--- config.mk ---
export PLATFORM = sky130hd
export DESIGN_NAME = control_sequencer
export DESIGN_NICKNAME = d
export VERILOG_FILES = /design/src/rtl/control_sequencer.sv
export SDC_FILE = /design/constraint.sdc
export NUM_CORES = 1
export LEC_CHECK = 0
export CAP_MARGIN = 25
export CORE_UTILIZATION = 45
export CTS_BUF_LIST = sky130_fd_sc_hd__clkbuf_8
export CTS_CLUSTER_DIAMETER = 60
export CTS_CLUSTER_SIZE = 14
export DETAILED_ROUTE_END_ITERATION = 10
export GPL_TIMING_DRIVEN = 0
export PLACE_DENSITY = 0.91
export SYNTH_ARGS = -nofsm -noshare
export SYNTH_HDL_FRONTEND = slang
export SYNTH_SLANG_ARGS = --single-unit
--- constraint.sdc ---
create_clock -name clk -period 2.4 [get_ports clk]
set_input_delay 0.48 -clock clk [delete_from_list [all_inputs] [get_ports clk]]
set_output_delay 0.48 -clock clk [all_outputs]
set_load 0.01 [all_outputs]
--- src/rtl/control_sequencer.sv ---
// Microcoded-style control sequencer: fetch, decode and execute of a small 16-bit ISA.
// Strobes are pure functions of the state register and ir, and are forced low while rst is low.
module control_sequencer (
    input  logic        clk,
    input  logic        rst,
    input  logic [15:0] bus,
    input  logic        MFC,
    output logic [2:0]  opControl,
    output logic        ALUin0,
    output logic        ALUin1,
    output logic        ALUOutLatch,
    output logic        ALUOutEn,
    output logic        PCOutEn,
    output logic        r0Latch,
    output logic        r1Latch,
    output logic        r2Latch,
    output logic        r3Latch,
    output logic        r0Out,
    output logic        r1Out,
    output logic        r2Out,
    output logic        r3Out,
    output logic        memEN,
    output logic        memRW,
    output logic        MARin,
    output logic        MDRwriteEN,
    output logic        MDRreadEN,
    output logic        MDRout,
    output logic        p0Latch,
    output logic        p0Out,
    output logic        p1Latch,
    output logic        p1Out,
    output logic        halted,
    output logic        fault,
    output logic [15:0] ir
);

    typedef enum logic [4:0] {
        StF0, StF1, StF2, StF3, StDecode,
        StAlu0, StAlu1, StAlu2, StAlu3,
        StLd0, StLd1, StLd2, StLd3,
        StSt0, StSt1, StSt2,
        StMov, StOut, StIn0, StIn1,
        StHalt, StFault
    } state_e;

    state_e      state_q, state_d;
    logic [3:0]  wait_q, wait_d;
    logic [15:0] ir_q;
    logic [3:0]  rd_sel, rs_sel;
    logic [3:0]  r_out, r_latch;

    assign rd_sel = 4'b0001 << ir_q[11:10];
    assign rs_sel = 4'b0001 << ir_q[9:8];
    assign ir     = ir_q;

    always_ff @(posedge clk or negedge rst) begin
        if (!rst) begin
            state_q <= StF0;
            wait_q  <= 4'd0;
            ir_q    <= 16'h0000;
        end else begin
            state_q <= state_d;
            wait_q  <= wait_d;
            if (state_q == StF3) begin
                ir_q <= bus;
            end
        end
    end

    // wait_d defaults to 0 so the counter is clear on entry to every memory-wait step.
    always_comb begin
        state_d = state_q;
        wait_d  = 4'd0;
        case (state_q)
            StF0:     state_d = StF1;
            StF1, StLd1, StSt2: begin
                if (MFC) begin
                    state_d = (state_q == StF1)  ? StF2 :
                              (state_q == StLd1) ? StLd2 : StF0;
                end else if (wait_q == 4'hf) begin
                    state_d = StFault;
                end else begin
                    wait_d = wait_q + 4'd1;
                end
            end
            StF2:     state_d = StF3;
            StF3:     state_d = StDecode;
            StDecode: begin
                if (ir_q[15]) begin
                    state_d = StAlu0;
                end else begin
                    case (ir_q[14:12])
                        3'd1:    state_d = StLd0;
                        3'd2:    state_d = StSt0;
                        3'd3:    state_d = StMov;
                        3'd4:    state_d = StOut;
                        3'd5:    state_d = StIn0;
                        3'd6:    state_d = StHalt;
                        default: state_d = StF0;
                    endcase
                end
            end
            StAlu0:   state_d = StAlu1;
            StAlu1:   state_d = StAlu2;
            StAlu2:   state_d = StAlu3;
            StLd0:    state_d = StLd1;
            StLd2:    state_d = StLd3;
            StSt0:    state_d = StSt1;
            StSt1:    state_d = StSt2;
            StIn0:    state_d = StIn1;
            StAlu3, StLd3, StMov, StOut, StIn1: state_d = StF0;
            default:  state_d = state_q;
        endcase
    end

    always_comb begin
        opControl   = 3'd0;
        ALUin0      = 1'b0;
        ALUin1      = 1'b0;
        ALUOutLatch = 1'b0;
        ALUOutEn    = 1'b0;
        PCOutEn     = 1'b0;
        r_out       = 4'd0;
        r_latch     = 4'd0;
        memEN       = 1'b0;
        memRW       = 1'b0;
        MARin       = 1'b0;
        MDRwriteEN  = 1'b0;
        MDRreadEN   = 1'b0;
        MDRout      = 1'b0;
        p0Latch     = 1'b0;
        p0Out       = 1'b0;
        p1Latch     = 1'b0;
        p1Out       = 1'b0;
        halted      = 1'b0;
        fault       = 1'b0;
        if (rst) begin
            case (state_q)
                StF0:    begin PCOutEn = 1'b1; MARin = 1'b1; end
                StF1:    begin memEN = 1'b1; memRW = 1'b1; end
                StF2:    MDRreadEN = 1'b1;
                StF3:    MDRout = 1'b1;
                StAlu0:  begin opControl = ir_q[14:12]; r_out = rd_sel; ALUin0 = 1'b1; end
                StAlu1:  begin opControl = ir_q[14:12]; r_out = rs_sel; ALUin1 = 1'b1; end
                StAlu2:  begin opControl = ir_q[14:12]; ALUOutLatch = 1'b1; end
                StAlu3:  begin opControl = ir_q[14:12]; ALUOutEn = 1'b1; r_latch = rd_sel; end
                StLd0:   begin r_out = rs_sel; MARin = 1'b1; end
                StLd1:   begin memEN = 1'b1; memRW = 1'b1; end
                StLd2:   MDRreadEN = 1'b1;
                StLd3:   begin MDRout = 1'b1; r_latch = rd_sel; end
                StSt0:   begin r_out = rs_sel; MARin = 1'b1; end
                StSt1:   begin r_out = rd_sel; MDRwriteEN = 1'b1; end
                StSt2:   memEN = 1'b1;
                StMov:   begin r_out = rs_sel; r_latch = rd_sel; end
                StOut:   begin r_out = rd_sel; p0Latch = 1'b1; end
                StIn0:   p1Latch = 1'b1;
                StIn1:   begin p1Out = 1'b1; r_latch = rd_sel; end
                StHalt:  halted = 1'b1;
                StFault: fault = 1'b1;
                default: ;
            endcase
        end
    end

    assign {r3Out, r2Out, r1Out, r0Out}         = r_out;
    assign {r3Latch, r2Latch, r1Latch, r0Latch} = r_latch;

endmodule

### Yosys cells after proc, flatten, opt, wreduce, memory -nomap -nowiden

Cells that the tools add are included.

| word-level totals | value |
|---|---|
| output and inout bits | 44 |
| input bits | 19 |
| word-level logic and storage cells | 96 |
| register bits after elaboration | 25 |

| cells by class | value |
|---|---|
| add/sub/neg operators | 1 |
| reduce and logical (&&, ||, !) cells | 13 |
| equality and inequality tests | 29 |
| mux-type cells | 48 |
| shifts and indexed selects | 2 |

Operators by type and width:

| operator | count |
|---|---|
| case mux 5 bit (14 select lines) | 1 |
| == test 5 x 4 -> 1 bit (second input constant) | 8 |
| 2-to-1 mux 1 bit | 32 |
| 2-to-1 mux 4 bit | 8 |
| == test 5 bit (second input constant) | 6 |
| case mux 5 bit (6 select lines) | 1 |
| == test 5 x 3 -> 1 bit (second input constant) | 4 |
| 2-to-1 mux 5 bit | 3 |
| nonzero test 14 bit | 1 |
| OR reduction 4 bit | 3 |
| == test 5 x 2 -> 1 bit (second input constant) | 2 |
| == test 3 bit (second input constant) | 3 |
| OR reduction 3 bit | 3 |
| case mux 4 bit (2 select lines) | 1 |
| left shift 1 x 2 -> 4 bit (first input constant) | 2 |
| == test 3 x 2 -> 1 bit (second input constant) | 2 |
| 2-to-1 mux 3 bit | 2 |
| OR reduction 2 bit | 3 |
| == test 5 x 1 -> 1 bit (second input constant) | 1 |
| zero test 5 bit | 1 |
| OR reduction 5 bit | 1 |
| adder 4 x 1 -> 4 bit (second input constant) | 1 |
| == test 4 bit (second input constant) | 1 |
| == test 3 x 1 -> 1 bit (second input constant) | 1 |
| 2 further kinds | 2 |

### Depth between registers and ports, before layout

Gate-level depths: netlist (run 1).

| logic depth | value |
|---|---|
| depth in word-level cells | 5 |
| gate-level depth with buffers | 6 |
| depth with buffers taken out | 4 |

### Least setup slack after synthesis (run 1)

No wires, ideal clock.

| timing | value |
|---|---|
| path kind | register to output |
| start point | reg state_q[3] |
| end point | out r0Out |
| path buffers | 1 |
| cell stages (with the launch flop) | 6 |
| setup slack | 307 ps |
| data required time | 1920 ps |
| arrival time | 1613 ps |
| path through | dfrtp_1 > buf_2 > or4bb_1 > a21oi_1 > o21ai_1 > o32ai_1 |

| on the way | value |
|---|---|
| cells in the longest elaborated chain, start to end | 4 |
| elaborated cells between the ends (all ways) | 11 |
| those cells by class | eq/ne: 7; mux: 2; reduce/logical: 2 |

RTL lines:

| element | line | text |
|---|---|---|
| from (decl) | 46 | `state_e state_q, state_d;` |
| from (signal assigned) | 58 | `state_q <= StF0;` |
| from (signal assigned) | 62 | `state_q <= state_d;` |
| == test 5 bit, or another cell as far along | 138 | `case (state_q)` |
| OR reduction 4 bit (no source line) or OR reduction 3 bit (tied branches) | -- |  |
| case mux 4 bit (2 select lines) * | 138 |  |
| 2-to-1 mux 4 bit * | 137 | `if (rst) begin` |
| to (decl) | 18 | `output logic r0Out,` |

Every way passes the cells marked *; elsewhere a longest branch is shown, timed or not.

### Final worst setup path (run 1)

| timing | value |
|---|---|
| start point | reg state_q[3] |
| end point | out r2Out |

| on the way | value |
|---|---|
| cells in the longest elaborated chain, start to end | 4 |
| elaborated cells between the ends (all ways) | 11 |
| those cells by class | eq/ne: 7; mux: 2; reduce/logical: 2 |

RTL lines:

| element | line | text |
|---|---|---|
| == test 5 bit, or another cell as far along | 138 |  |
| OR reduction 4 bit (no source line) or OR reduction 3 bit (tied branches) | -- |  |
| case mux 4 bit (2 select lines) * | 138 |  |
| 2-to-1 mux 4 bit * | 137 |  |
| to (decl) | 20 | `output logic r2Out,` |

Marks and branches as above.

==> out/summary.txt, run 1 <==
Crit Path Max Fanout: 7
Critical-path top delay cell: or4bb_1
post-synthesis async set-or-reset flop share: 1.00
Top FF cell, synth: dfrtp_1
post-synthesis mux area share: 0.112
combinational family with the most area after synthesis: simple AND/OR/NAND/NOR gates
top-count cell post-synth: dfrtp_1
FF-to-FF path depth: 7
IO Pins: 63
final core occ: 0.722
Crit path depth: 6
Setup violations, final: 3
DR WL/cell: 14.6 um
number of warnings issued by yosys: 0
CTS sink cnt: 25
failing checks: setup timing
RR Endpoint: ir[5]$_DFFE_PN0P_
DIE AREA: 3830 sq um
CTS clock-pin slew for the worst setup and hold paths: 0.09 ns
Mapped Area: 1620 sq um
Fin. Hold Viols: 0
nets: 273
Layout area overhead: 51.4%
routed via count: 1665
Max Clock Skew: 0.00555 ns
# rows: 21
# port buffers: 61
synth top area cells: dfrtp_1 39%, mux2_2 9.8%, nor2_1 4.4%, nor3_1 3.4%, nand2_1 3.0%
GR Overflow Total: 0
Worst VDD drop: 0.726 mV
Core Footprint: 3390 sq um
Synthesized Nets: 201
Max Root-Sink Buffers: 2
leak pwr: 1.11 nW
Post-synth EDFFs: 0
drc violations: 0
via density per instance: 5.59
CP delay by family, top: compound AO/OA/AOI/OAI gates
adder-cell share of the synthesized area: 0.00775
Seq cells post-synth: 25
worst path cell trace: buf_6 > or4bb_1 > a21oi_2 > o21ai_2 > o32ai_2 > buf_2
critical path type: register to primary output
Die X-Extent: 61.9 um
routed wire length: 4340 um
GR Util met3: 0.0414
Tcrit/Tclk final: 1.04
Die Y: 61.9 um
simple-gate share of the synthesized area: 0.255
complex-gate fraction of the synthesized area: 0.153
Clock Latency Late Sink: 0.27 ns
Synth top area share: 0.387
RSZ-0062 raised after global routing: true
vias in the first global route: 1538
cells after synthesis: 181
FMAX: 403 MHz
startpoint type of the worst setup path: register
Worst Path Required: 1.92 ns
final instance area: 2450 sq um
CP arrival: 2.00 ns
HP Class: primary input to asynchronous set/reset pin
Initial DRC Count: 116
Seq/Total Area, Yosys: 0.387
Post-DP HPWL: 3140 um
CTS root buf: clkbuf_8
Final Worst Setup Slack: -0.0844 ns
CTS tree: built
leading area contributor after synthesis: dfrtp_1
status: finished, violations left
drt pass-1 iters: 4
pin count of the biggest net entering global routing: 16
Area after DPL: 2300 sq um
XOR/XNOR Fraction of Synth Area: 0.0325
Place WS: -1.20 ns
met2 Use GR: 0.382
number of inserted diodes: 0
Tot GR Track Use: 0.234
global-route wire length before repair: 6640 um
CP max stage delay: 0.50 ns
GPL Wtd Cong: 0.908
post-layout min period: 2.48 ns
PD cells: 1150 nW/um^2
syn avg cell area: 8.92 sq um
grt met1 use: 0.298
max cap viols: 0
GR peak layer: met2
hold slack final: 0.00398 ns
reg2reg setup slack: 0.26 ns
Post-synth top cells: 25 x dfrtp_1, 19 x nor2_1, 14 x mux2_2
max-slew violation count: 0
total CTS buffers: 3
Critical R2R Launch: state_q[3]$_DFFE_PN0P_
fraction of layout cells with a size suffix above 1: 0.238
H-tree depth: 1
ANT nets after route: 0
CP endpoint kind: primary output
number of distinct library cells after synthesis: 50
antenna violations before repair: 0
cts hold-fix bufs: 0
Initial Util: 0.477
Worst Path Buf+Inv: 2
[placed cells by master, fill, tap and decap left out, drive strengths merged, types with 3 or more instances in the layout]
| master | n |
|---|---|
| nor2 | 19 |
| dlygate4sd2 | 12 |
| nand3 | 4 |
| dlymetal6s2s | 4 |
| nor2b | 5 |
| o21ai | 7 |
| a32oi | 3 |
| nor4 | 3 |
| nand3b | 4 |
| clkbuf | 12 |
| dfrtp | 25 |
| a21oi | 3 |
| inv | 7 |
| and2 | 3 |
| clkdlybuf4s50 | 33 |
| a31oi | 3 |
| nand2b | 4 |
| clkdlybuf4s15 | 3 |
| xor2 | 3 |
| nand2 | 13 |
| xnor2 | 3 |
| nor3 | 11 |
| mux2 | 16 |
| buf | 20 |
| o32ai | 3 |
[sequential cells by signal, summed over array words and instances (netlist names)]
register	cells
ir	16
state_q	5
wait_q	4
[power breakdown]
part	internal, mW	switching [mW]	leakage (nW)
Clock	0.114	0.127	0.0269
Sequential	0.607	0.170	0.304
Combinational	0.910	0.878	0.783
Total	1.63	1.17	1.11
[worst max-delay path by stage]
stage / startpoint / end / slack, ns
after floorplan: state_q[3]$_DFFE_PN0P_ / r0Out / 0.31
final: state_q[3]$_DFFE_PN0P_ / r2Out / -0.08
after global placement: rst / r0Out / -1.43
after detailed placement: rst / r0Out / -1.20
after CTS: state_q[3]$_DFFE_PN0P_ / r2Out / -0.09
after global routing: state_q[3]$_DFFE_PN0P_ / r2Out / -0.14
[metrics by stage]
step,std cells,setup TNS [ns],power [mW]
4_1_cts,295,-0.182,2.73
3_3_place_gp,288,-31.27,2.37
6_report,298,-0.175,2.81
5_1_grt,298,-0.577,3.00
3_5_place_dp,289,-26.06,2.42
2_1_floorplan,181,0,1.76
[worst register-to-register path: cells and delay by family (launching register included)]
| family | cells | cell delay [ns] |
|---|---|---|
| buf+inv | 3 | 0.59 |
| flops | 1 | 0.41 |
| mux | 1 | 0.33 |
| simple gates | 3 | 0.70 |
[logic make-up (layout without fill, tap and decap cells)]
logic type / after synthesis / count (layout)
and+or+nand+nor: 78 / 78
AOI/OAI and AO/OA: 34 / 34
DFF: 25 / 25
buffers and inverters: 20 / 91
muxes: 16 / 16
xor gates and xnor gates: 6 / 6
adders and majority gates: 1 / 1
other: 1 / 1
[metal layers]
layer | vias up | routed length (um)
met5 | - | 0
met4 | 0 | 47
met3 | 6 | 249
met2 | 65 | 2130
met1 | 799 | 1910
li1 | 795 | -
[what timing repair did]
| action | in CTS | in global routing |
|---|---|---|
| pin swaps | 3 | 4 |
| cloned | 0 | 0 |
| buffers inserted | 2 | 3 |
| setup endpoints to repair | 27 | 21 |
| gates resized for setup | 73 | 26 |
[final cells by class]
| class | instances | area (sq um) |
|---|---|---|
| timing repair buffer | 67 | 624 |
| clock buffer | 3 | 41.3 |
| clock inverter | 1 | 3.75 |
| inverter | 6 | 22.5 |
| buffer | 14 | 100 |
| multi-input combinational | 136 | 970 |
| tap | 46 | 57.6 |
| fill | 251 | 943 |
| sequential | 25 | 627 |
No activity file was read; power rests on OpenSTA's default activity.
==> run 2, diff against run 1 <==
--- a/config.mk
+++ b/config.mk
@@ -5,11 +5,12 @@
 export SDC_FILE = /design/constraint.sdc
 export NUM_CORES = 1
 export LEC_CHECK = 0
-export CAP_MARGIN = 25
+export CAP_MARGIN = 15
+export CORE_MARGIN = 10
 export CORE_UTILIZATION = 45
 export CTS_BUF_LIST = sky130_fd_sc_hd__clkbuf_8
 export CTS_CLUSTER_DIAMETER = 60
-export CTS_CLUSTER_SIZE = 14
+export CTS_CLUSTER_SIZE = 12
 export DETAILED_ROUTE_END_ITERATION = 10
 export GPL_TIMING_DRIVEN = 0
 export PLACE_DENSITY = 0.91
==> run 2 against run 1 <==
The flow still finishes with violations (setup timing). Total power rose by 1.9%. Sequential power fell by 2%. Worst hold slack about the same. Critical path type unchanged. Largest power group unchanged.
==> out/summary.txt, run 2 (synthesized netlist as in run 1, its figures left out) <==
CTS root buf: clkbuf_8
routed wire length: 5020 um (+16%)
HP Class: primary input to asynchronous set/reset pin
reg2reg setup slack: 0.37 ns (+0.11 ns)
antenna violations before repair: 0 (unchanged)
Fin. Hold Viols: 0 (unchanged)
Core Footprint: 3390 sq um (unchanged)
max-slew violation count: 0 (unchanged)
RSZ-0062 raised after global routing: true
Layout area overhead: 51.5% (about the same)
drc violations: 0 (unchanged)
Crit Path Max Fanout: 5 (-2)
commonest non-fill, non-tap cell in the layout: clkdlybuf4s50_1
Final Worst Setup Slack: -0.0868 ns (-0.00235 ns)
via density per instance: 5.69 (+1.9%)
CP endpoint kind: primary output
startpoint type of the worst setup path: register
IO Pins: 63 (unchanged)
max cap viols: 0 (unchanged)
Critical-path top delay cell: or4bb_1
H-tree depth: 1 (unchanged)
failing checks: setup timing
vias in the first global route: 1646 (+7.0%)
number of inserted diodes: 0 (unchanged)
commonest cells after routing, fill and taps aside: 33 x clkdlybuf4s50_1, 25 x dfrtp_1, 16 x nor2_1, 14 x mux2_2, 13 x nand2_1
critical path endpoint: r0Out
final core occ: 0.722 (about the same)
Worst VDD drop: 0.650 mV (-10%)
DIE AREA: 6390 sq um (+67%)
post-layout min period: 2.49 ns (+0.00235 ns)
Initial Util: 0.477 (unchanged)
Max Clock Skew: 0.00966 ns (+0.00411 ns)
FMAX: 402 MHz (about the same)
global-route wire length before repair: 7810 um (+18%)
total CTS buffers: 3 (unchanged)
ANT nets after route: 0 (unchanged)
fraction of layout cells with a size suffix above 1: 0.253 (+0.0149)
Worst Setup SP: state_q[0]$_DFFE_PN0P_
drt pass-1 iters: 4 (unchanged)
CP max stage delay: 0.52 ns (+0.02 ns)
# rows: 21 (unchanged)
CTS clock-pin slew for the worst setup and hold paths: 0.09 ns (about the same)
Die Y: 79.9 um (+29%)
Tcrit/Tclk final: 1.04 (about the same)
Setup violations, final: 2 (-1)
CTS sink cnt: 25 (unchanged)
Post-DP HPWL: 3620 um (+15%)
pin count of the biggest net entering global routing: 27 (+11)
Critical R2R Launch: state_q[1]$_DFFE_PN0P_
critical path type: register to primary output
final-layout fill cell count: 250 (-0.40%)
max reg flops: 16 (unchanged)
# port buffers: 61 (unchanged)
worst path cell trace: buf_6 > or4bb_1 > a21oi_2 > o21ai_2 > o32ai_1 > buf_2
Initial DRC Count: 176 (+52%)
GPL Wtd Cong: 0.913 (+0.50%)
Tot GR Track Use: 0.148 (-0.0854)
GR Overflow Total: 0 (unchanged)
CTS tree: built
PD cells: 1170 nW/um^2 (+1.9%)
Max Root-Sink Buffers: 2 (unchanged)
DR WL/cell: 17.0 um (+17%)
Design Power: 2.86 mW (+1.9%)
RR Endpoint: state_q[2]$_DFFE_PN0P_
leak pwr: 1.11 nW (-0.75%)
nets: 270 (-1.1%)
Clock Latency Late Sink: 0.27 ns (about the same)
FF-to-FF path depth: 5 (-2)
routed via count: 1680 (+0.90%)
Die X-Extent: 79.9 um (+29%)
CP arrival: 2.01 ns (about the same)
status: finished, violations left
cts hold-fix bufs: 0 (unchanged)
Worst Path Required: 1.92 ns (about the same)
-- run 2: critical path, delay by kind of cell (launching register included) --
family	cells	cell delay [ns]
buf+inv	2	0.31
flops	1	0.41
compound gates	3	0.50
simple gates	1	0.52
-- run 2: area by class of cell --
class	count	area (sq um)	area share
clock inverter	1	5.00	0.00204
tap	46	57.6	0.0235
sequential	25	626	0.256
inverter	6	22.5	0.00920
multi-input combinational	136	995	0.406
clock buffer	3	41.3	0.0169
buffer	14	103	0.0419
timing repair buffer	64	598	0.244
-- run 2: repair_timing --
| item | CTS | global route |
|---|---|---|
| gates resized for setup | 83 | 24 |
| endpoints found under the setup margin | 27 | 17 |
| pin swaps | 2 | 1 |
| setup buffers | 3 | 0 |
| gates cloned | 0 | 0 |
-- run 2: per-stage QoR --
stage	TNS, ns	hold WS (ns)	std cells	instance area, sq um	worst slack, ns
floorplan	0	0.184	181	1620	0.307
global placement	-31.53	0.448	288	2280	-1.44
detailed placement	-32.53	0.463	288	2280	-1.46
CTS	-0.126	0.0105	295	2410	-0.0675
global route	-0.393	0.00703	295	2450	-0.133
finish	-0.125	0.00417	295	2450	-0.0868
-- run 2: routing by layer --
metal	GRT usage	part of all wire	vias to the layer above
met5	0	0	-
met4	0.0669	0.018	0
met3	0.0664	0.11	11
met2	0.231	0.48	82
met1	0.171	0.39	796
li1	-	-	791
-- run 2: worst min path at each step --
stage               cells after the start                  end  slack, ns
CTS                                     1    ir[1]$_DFFE_PN0P_       0.01
global route                            1    ir[1]$_DFFE_PN0P_      0.007
floorplan                               0    ir[0]$_DFFE_PN0P_       0.18
finish                                  1    ir[1]$_DFFE_PN0P_      0.004
global placement                        1  wait_q[0]$_DFF_PN0_       0.45
detailed placement                      1  wait_q[0]$_DFF_PN0_       0.46
-- run 2: where the power goes --
group          switching, mW  leakage [nW]  total, mW  internal (mW)
Combinational          0.922         0.775       1.85          0.927
Clock                  0.134        0.0255      0.250          0.116
Sequential             0.155         0.305      0.760          0.605
Total                   1.21          1.11       2.86           1.65
